<file path="config.mk">
export PLATFORM = sky130hd
export DESIGN_NAME = stack_ctrl_flat
export DESIGN_NICKNAME = d
export VERILOG_FILES = /design/src/rtl/stack_ctrl_if.sv /design/src/rtl/stack_ctrl.sv /design/src/flat_wrapper.sv
export SDC_FILE = /design/constraint.sdc
export NUM_CORES = 2
export LEC_CHECK = 0
export BUFFER_PORTS_ARGS = -buffer_cell sky130_fd_sc_hd__clkbuf_2
export CORE_MARGIN = 1
export CORE_UTILIZATION = 50
export CTS_CLUSTER_SIZE = 12
export DETAILED_ROUTE_END_ITERATION = 6
export PLACE_DENSITY = 0.66
export SYNTH_ARGS = -nofsm -noshare
export SYNTH_HDL_FRONTEND = slang
export SYNTH_SLANG_ARGS = --single-unit
</file>
<file path="constraint.sdc">
create_clock -name clk -period 9.4 [get_ports clk]
set_input_delay 0 -clock clk [delete_from_list [all_inputs] [get_ports clk]]
set_output_delay 0 -clock clk [all_outputs]
set_load 0.02 [all_outputs]
</file>
<file path="src/rtl/stack_ctrl_if.sv">
// Operation/status bundle between the control unit (master) and the
// data-stack controller (slave).
interface stack_ctrl_if #(
  parameter int WIDTH      = 36,
  parameter int DEPTH_LOG2 = 6
);
  logic                  op_valid;
  logic                  op_ready;
  logic [2:0]            op;
  logic [WIDTH-1:0]      D;
  logic [WIDTH-1:0]      top;
  logic [WIDTH-1:0]      next;
  logic [DEPTH_LOG2:0]   depth;
  logic                  empty;
  logic                  full;
  logic                  err_ovf;
  logic                  err_unf;
  logic                  err_clr;

  modport master (
    output op_valid, op, D, err_clr,
    input  op_ready, top, next, depth, empty, full, err_ovf, err_unf
  );

  modport slave (
    input  op_valid, op, D, err_clr,
    output op_ready, top, next, depth, empty, full, err_ovf, err_unf
  );
endinterface

</file>
<file path="src/rtl/stack_ctrl.sv">
// Data-stack sequencing controller: top/next cached in registers, deeper
// entries in a synchronous RAM. Removing an element from depth > 2 costs one
// extra REFILL cycle to fetch the new second element from RAM.
module stack_ctrl #(
  parameter int WIDTH      = 36,
  parameter int DEPTH_LOG2 = 6
) (
  input  logic         clk,
  input  logic         rst,
  stack_ctrl_if.slave  bus
);
  localparam int DW  = DEPTH_LOG2 + 1;
  localparam int AW  = DEPTH_LOG2;
  localparam int CAP = 2 ** DEPTH_LOG2;

  localparam logic [DW-1:0] CAP_D = DW'(CAP);
  localparam logic [DW-1:0] ONE   = DW'(1);
  localparam logic [DW-1:0] TWO   = DW'(2);
  localparam logic [DW-1:0] THREE = DW'(3);

  localparam logic [2:0] OP_NOP     = 3'd0;
  localparam logic [2:0] OP_PUSH    = 3'd1;
  localparam logic [2:0] OP_DROP    = 3'd2;
  localparam logic [2:0] OP_DUP     = 3'd3;
  localparam logic [2:0] OP_SWAP    = 3'd4;
  localparam logic [2:0] OP_OVER    = 3'd5;
  localparam logic [2:0] OP_NIP     = 3'd6;
  localparam logic [2:0] OP_REPLACE = 3'd7;

  typedef enum logic {IDLE, REFILL} state_t;

  state_t            state_q, state_d;
  logic [WIDTH-1:0]  top_q, top_d;
  logic [WIDTH-1:0]  next_q, next_d;
  logic [DW-1:0]     depth_q, depth_d;
  logic              err_ovf_q, err_ovf_d;
  logic              err_unf_q, err_unf_d;

  // Spill/refill RAM for entries 3..depth (deepest at address 0)
  logic [WIDTH-1:0]  mem_q [0:CAP-1];
  logic [WIDTH-1:0]  rd_data_q;
  logic              ram_we, ram_re;
  logic [AW-1:0]     ram_waddr, ram_raddr;

  logic              set_ovf, set_unf;
  logic [WIDTH-1:0]  push_val;
  logic              push_min_ok;

  // Spill goes just above the current RAM contents; refill reads the new
  // second element, which sits one below the old spill position.
  assign ram_waddr = AW'(depth_q - TWO);
  assign ram_raddr = AW'(depth_q - THREE);

  // Next-state, cache updates, RAM strobes and error setting for one op
  always_comb begin
    state_d     = state_q;
    top_d       = top_q;
    next_d      = next_q;
    depth_d     = depth_q;
    set_ovf     = 1'b0;
    set_unf     = 1'b0;
    ram_we      = 1'b0;
    ram_re      = 1'b0;
    push_val    = bus.D;
    push_min_ok = 1'b1;

    case (state_q)
      IDLE: begin
        if (bus.op_valid) begin
          case (bus.op)
            OP_PUSH, OP_DUP, OP_OVER: begin
              if (bus.op == OP_DUP) begin
                push_val    = top_q;
                push_min_ok = (depth_q >= ONE);
              end else if (bus.op == OP_OVER) begin
                push_val    = next_q;
                push_min_ok = (depth_q >= TWO);
              end
              if (depth_q == CAP_D) begin
                set_ovf = 1'b1;
              end else if (!push_min_ok) begin
                set_unf = 1'b1;
              end else begin
                ram_we  = (depth_q >= TWO);
                next_d  = top_q;
                top_d   = push_val;
                depth_d = depth_q + ONE;
              end
            end
            OP_SWAP: begin
              if (depth_q < TWO) begin
                set_unf = 1'b1;
              end else begin
                top_d  = next_q;
                next_d = top_q;
              end
            end
            OP_REPLACE: begin
              if (depth_q < ONE) set_unf = 1'b1;
              else               top_d   = bus.D;
            end
            OP_DROP, OP_NIP: begin
              if (depth_q < ((bus.op == OP_DROP) ? ONE : TWO)) begin
                set_unf = 1'b1;
              end else begin
                if (bus.op == OP_DROP) top_d = next_q;
                depth_d = depth_q - ONE;
                if (depth_q > TWO) begin
                  ram_re  = 1'b1;
                  state_d = REFILL;
                end else begin
                  next_d = '0;
                end
              end
            end
            default: ; // OP_NOP
          endcase
        end
      end
      REFILL: begin
        next_d  = rd_data_q;
        state_d = IDLE;
      end
      default: state_d = IDLE;
    endcase

    // A flag being set in the same cycle as a clear stays set
    err_ovf_d = set_ovf | (err_ovf_q & ~bus.err_clr);
    err_unf_d = set_unf | (err_unf_q & ~bus.err_clr);
  end

  // State, cache and flag registers; reset may abort a refill in flight
  always_ff @(posedge clk or posedge rst) begin
    if (rst) begin
      state_q   <= IDLE;
      top_q     <= '0;
      next_q    <= '0;
      depth_q   <= '0;
      err_ovf_q <= 1'b0;
      err_unf_q <= 1'b0;
    end else begin
      state_q   <= state_d;
      top_q     <= top_d;
      next_q    <= next_d;
      depth_q   <= depth_d;
      err_ovf_q <= err_ovf_d;
      err_unf_q <= err_unf_d;
    end
  end

  // RAM: one write and one registered read port, contents survive reset
  always_ff @(posedge clk) begin
    if (ram_we) mem_q[ram_waddr] <= next_q;
    if (ram_re) rd_data_q <= mem_q[ram_raddr];
  end

  assign bus.op_ready = (state_q == IDLE);
  assign bus.top      = top_q;
  assign bus.next     = next_q;
  assign bus.depth    = depth_q;
  assign bus.empty    = (depth_q == '0);
  assign bus.full     = (depth_q == CAP_D);
  assign bus.err_ovf  = err_ovf_q;
  assign bus.err_unf  = err_unf_q;
endmodule

</file>
<file path="src/flat_wrapper.sv">
// flat-port wrapper written by rule: the top's interface ports become plain ports
module stack_ctrl_flat 
#(
  parameter int WIDTH      = 36,
  parameter int DEPTH_LOG2 = 6
)
  (clk, rst, bus_op_valid, bus_op, bus_D, bus_err_clr, bus_op_ready, bus_top, bus_next, bus_depth, bus_empty, bus_full, bus_err_ovf, bus_err_unf);
  stack_ctrl_if #(.WIDTH(WIDTH), .DEPTH_LOG2(DEPTH_LOG2)) bus_i ();
  input  logic clk;
  input  logic rst;
  input wire logic [$bits(bus_i.op_valid)-1:0] bus_op_valid;
  input wire logic [$bits(bus_i.op)-1:0] bus_op;
  input wire logic [$bits(bus_i.D)-1:0] bus_D;
  input wire logic [$bits(bus_i.err_clr)-1:0] bus_err_clr;
  output wire logic [$bits(bus_i.op_ready)-1:0] bus_op_ready;
  output wire logic [$bits(bus_i.top)-1:0] bus_top;
  output wire logic [$bits(bus_i.next)-1:0] bus_next;
  output wire logic [$bits(bus_i.depth)-1:0] bus_depth;
  output wire logic [$bits(bus_i.empty)-1:0] bus_empty;
  output wire logic [$bits(bus_i.full)-1:0] bus_full;
  output wire logic [$bits(bus_i.err_ovf)-1:0] bus_err_ovf;
  output wire logic [$bits(bus_i.err_unf)-1:0] bus_err_unf;
  assign bus_i.op_valid = bus_op_valid;
  assign bus_i.op = bus_op;
  assign bus_i.D = bus_D;
  assign bus_i.err_clr = bus_err_clr;
  assign bus_op_ready = bus_i.op_ready;
  assign bus_top = bus_i.top;
  assign bus_next = bus_i.next;
  assign bus_depth = bus_i.depth;
  assign bus_empty = bus_i.empty;
  assign bus_full = bus_i.full;
  assign bus_err_ovf = bus_i.err_ovf;
  assign bus_err_unf = bus_i.err_unf;
  stack_ctrl #(.WIDTH(WIDTH), .DEPTH_LOG2(DEPTH_LOG2)) u_core (.clk(clk), .rst(rst), .bus(bus_i));
endmodule
</file>
==> metrics.yaml <==
routing:
  ant_nets: 0
  first_iter_violations: 7144
  dr.pass1.iters: 5
  via_per_inst: 6.473
  vias: 46087
  wl_per_cell_um: 35.07
  wirelength_mm: 249.7
  remaining_drc_errors: 0
critical_path:
  rr_startpoint: "u_core.bus.depth[1]"
  critPathArrivalTime_ns: 5.76
  crit_fanout: 115
  setup.worst_path.end_class: "register"
  worstSetupStartpoint: "u_core.bus.depth[1]"
  crit_type: "reg -> reg"
  worst_setup_path_start_kind: "register"
  r2r-end: "u_core.rd_data_q[7]"
  reg2reg_slack_ns: 4.23
  cp_data_required_time_ns: 9.99
  reg2reg_depth: 8
die:
  core_sq_um: 185400
  start_util_pct: 50.39
  io_pins: 127
  die_area_sq_um: 188600
  fp.dieH_um: 434.3
  fp.dieW_um: 434.3
  rows: 158
placed_design:
  port_buffers: 126
  place_congestion: 0.8659
  hpwl_mm: 129.4
  pre_cts_slack_ns: 4.258
  dp.cells: 6670
yosys:
  synthSimpleGateAreaFrac_pct: 1.859
  ys_warn_count: 0
  post_synth_xor_area_fraction_pct: 0.1781
  synth_area_sq_um: 93440
  synth_seq_cells: 2422
  synth.avg_cell_area_sq_um: 22.42
  synth_ff_type: "edfxtp_1"
  synth_compound_area_share_pct: 1.832
  synth.distinct_cells: 59
  yosysSeqAreaShare_pct: 77.40
  ys_top_cells_by_area: "edfxtp_1, mux4_2, dfrtp_1"
  synthArstFlopShare_pct: 3.386
  synth_top_area_share_pct: 75.20
  muxShareOfSynthArea_pct: 17.39
  syn_inst: 4168
  synth_most_common_cell: "edfxtp_1"
  yosysTopAreaCell: "edfxtp_1"
  synthAdderAreaFrac_pct: 0.08034
  synth.top_cells.by_count: "edfxtp_1, mux4_2, mux2i_1"
  synth_top_family_by_area: "multiplexers"
  synth_nets: 4217
  synth_edf_count: 2340
clock_network:
  numCtsBuffers: 234
  ctsRootBufferMaster: "clkbuf_16"
  clock_sinks: 2422
  cts_buffer_depth: 3
  clk_pin_slew_ns: 0.06
  cts_tree: "built"
  post_cts_buffers: 0
  clock_latency_ns: 0.88
  htree_levels: 4
  cts_resized: 0
sta:
  worst_slew_pin_slew_ns: 1.330
  hold_ws_ns: 0.07399
  max_freq_mhz: 193.3
  drv_slew: 0
  tns_ns: 0
  rsz0062_at_grt: "no"
  slew_headroom_pct: 10.74
  fin_crit_sh_pct: 55.02
  setup_ws_ns: 4.228
  period_needed_ns: 5.172
  fin_worst_skew_ns: 0.05424
  hold_viol: 0
  setup_viol_count_final: 0
power_and_ir_drop:
  p_per_area_nw_per_um2: 353.3
  finalPower_mw: 37.21
  cellLeakagePower_nw: 33.07
  peakVddDrop_mv: 0.4523
layout:
  area_growth_pct: 12.71
  drive_gt1_share_pct: 28.16
  final_cells: 7120
  seq_area_sq_um: 72370
  nFillCells: 13450
  multi_input_area_sq_um: 20520
  fin_nets: 4558
worst_hold_path:
  hold_class: "in -> reg"
  worst_hold_startpoint: "bus_D[17]"
  hold_path_end: "u_core.bus.top[17]"
  whs_path_depth: 4
global_route:
  grt_max_degree: 134
  grtUsageMet2_pct: 42.29
  grt_pass1_wl_mm: 348.4
  met1_usage_pct: 37.99
  grt-busiest-layer: "met2"
  grt_use_met3_pct: 4.853
  antenna_found_initial: 17
  track_usage_pct: 26.80
  overflow: 0
  first_global_vias: 45607
run:
  cap_violations: 0
run_status:
  status: "completed"
through the flow:
stage | util [%] | instance area (sq um)
6_report | 56.79 | 105300
3_3_place_gp | 52.75 | 97820
5_1_grt | 56.79 | 105300
3_5_place_dp | 52.75 | 97820
2_1_floorplan | - | 93440
4_1_cts | 56.79 | 105300
repair_timing:
item | in CTS | in global routing
hold buffers | 83 | 0
setup endpoints to repair | 0 | 0
hold endpoints to repair | 132 | 0
worst max-delay path by stage:
stage / end / slack [ns] / cells after the start
after floorplan: u_core.rd_data_q[0] / 4.34 / 9
after global placement: u_core.rd_data_q[21] / 4.30 / 8
after detailed placement: u_core.rd_data_q[21] / 4.26 / 8
after CTS: u_core.rd_data_q[21] / 4.25 / 8
after global routing: u_core.rd_data_q[7] / 3.99 / 8
final: u_core.rd_data_q[7] / 4.23 / 8
power by group:
part	switching, mW	internal [mW]	total, mW
Combinational	8.59	5.48	14.1
Sequential	0.815	13.9	14.7
Clock	3.87	4.58	8.46
Total	13.3	23.9	37.2
cells in the final DEF, fill, tap and decap left out, types with 36 or more instances in the layout:
cell type         n
dfrtp_2          37
buf_4           126
nand2_1          93
a21oi_1         132
clkbuf_2        126
dfrtp_1          44
dlygate4sd3_1    83
clkbuf_1         64
mux2i_1         163
and3_1           36
nor2_4           63
clkbuf_16       234
nor2_1           99
o21ai_1          41
edfxtp_1       2340
mux4_2          648
state kept, by name, summed over array words and instances (netlist names):
register            flops
u_core.mem_q         2304
u_core.bus.next        36
u_core.bus.top         36
u_core.rd_data_q       36
u_core.bus.depth        7
u_core.bus.err_ovf      1
u_core.bus.err_unf      1
u_core.state_q          1
logic make-up (layout without fill, tap and decap cells):
kind of cell	count (synthesis)	count (layout)
AOI/OAI and AO/OA	278	278
muxes	813	813
buffers and inverters	250	717
other	0	5
DFF	2422	2422
xor gates and xnor gates	16	16
and+or+nand+nor	383	383
adders and majority gates	6	6
area by class of cell:
type	count	share of cell area, %
Sequential cell	2422	68.72
Multi-Input combinational cell	1496	19.48
Clock buffer	299	5.801
Tap cell	2480	2.946
Timing Repair Buffer	346	2.495
Clock inverter	63	0.5109
Inverter	9	0.03445
Antenna cell	5	0.01188
layer usage:
| metal | share of wire, % | wire [um] |
|---|---|---|
| met1 | 39 | 96930 |
| met2 | 48 | 120200 |
| met3 | 9.5 | 23750 |
| met4 | 3.5 | 8744 |
| met5 | 0.0096 | 24 |
worst max-delay path: stages, from the launching register on:
cell and delay, ns:
dfrtp_1 0.73, inv_1 0.28, ha_4 0.94, buf_4 0.53
buf_12 0.51, mux4_2 0.43, mux4_2 0.47, a21oi_1 0.57
mux2i_1 0.15
Note: power is estimated with default switching activity, not from simulation.
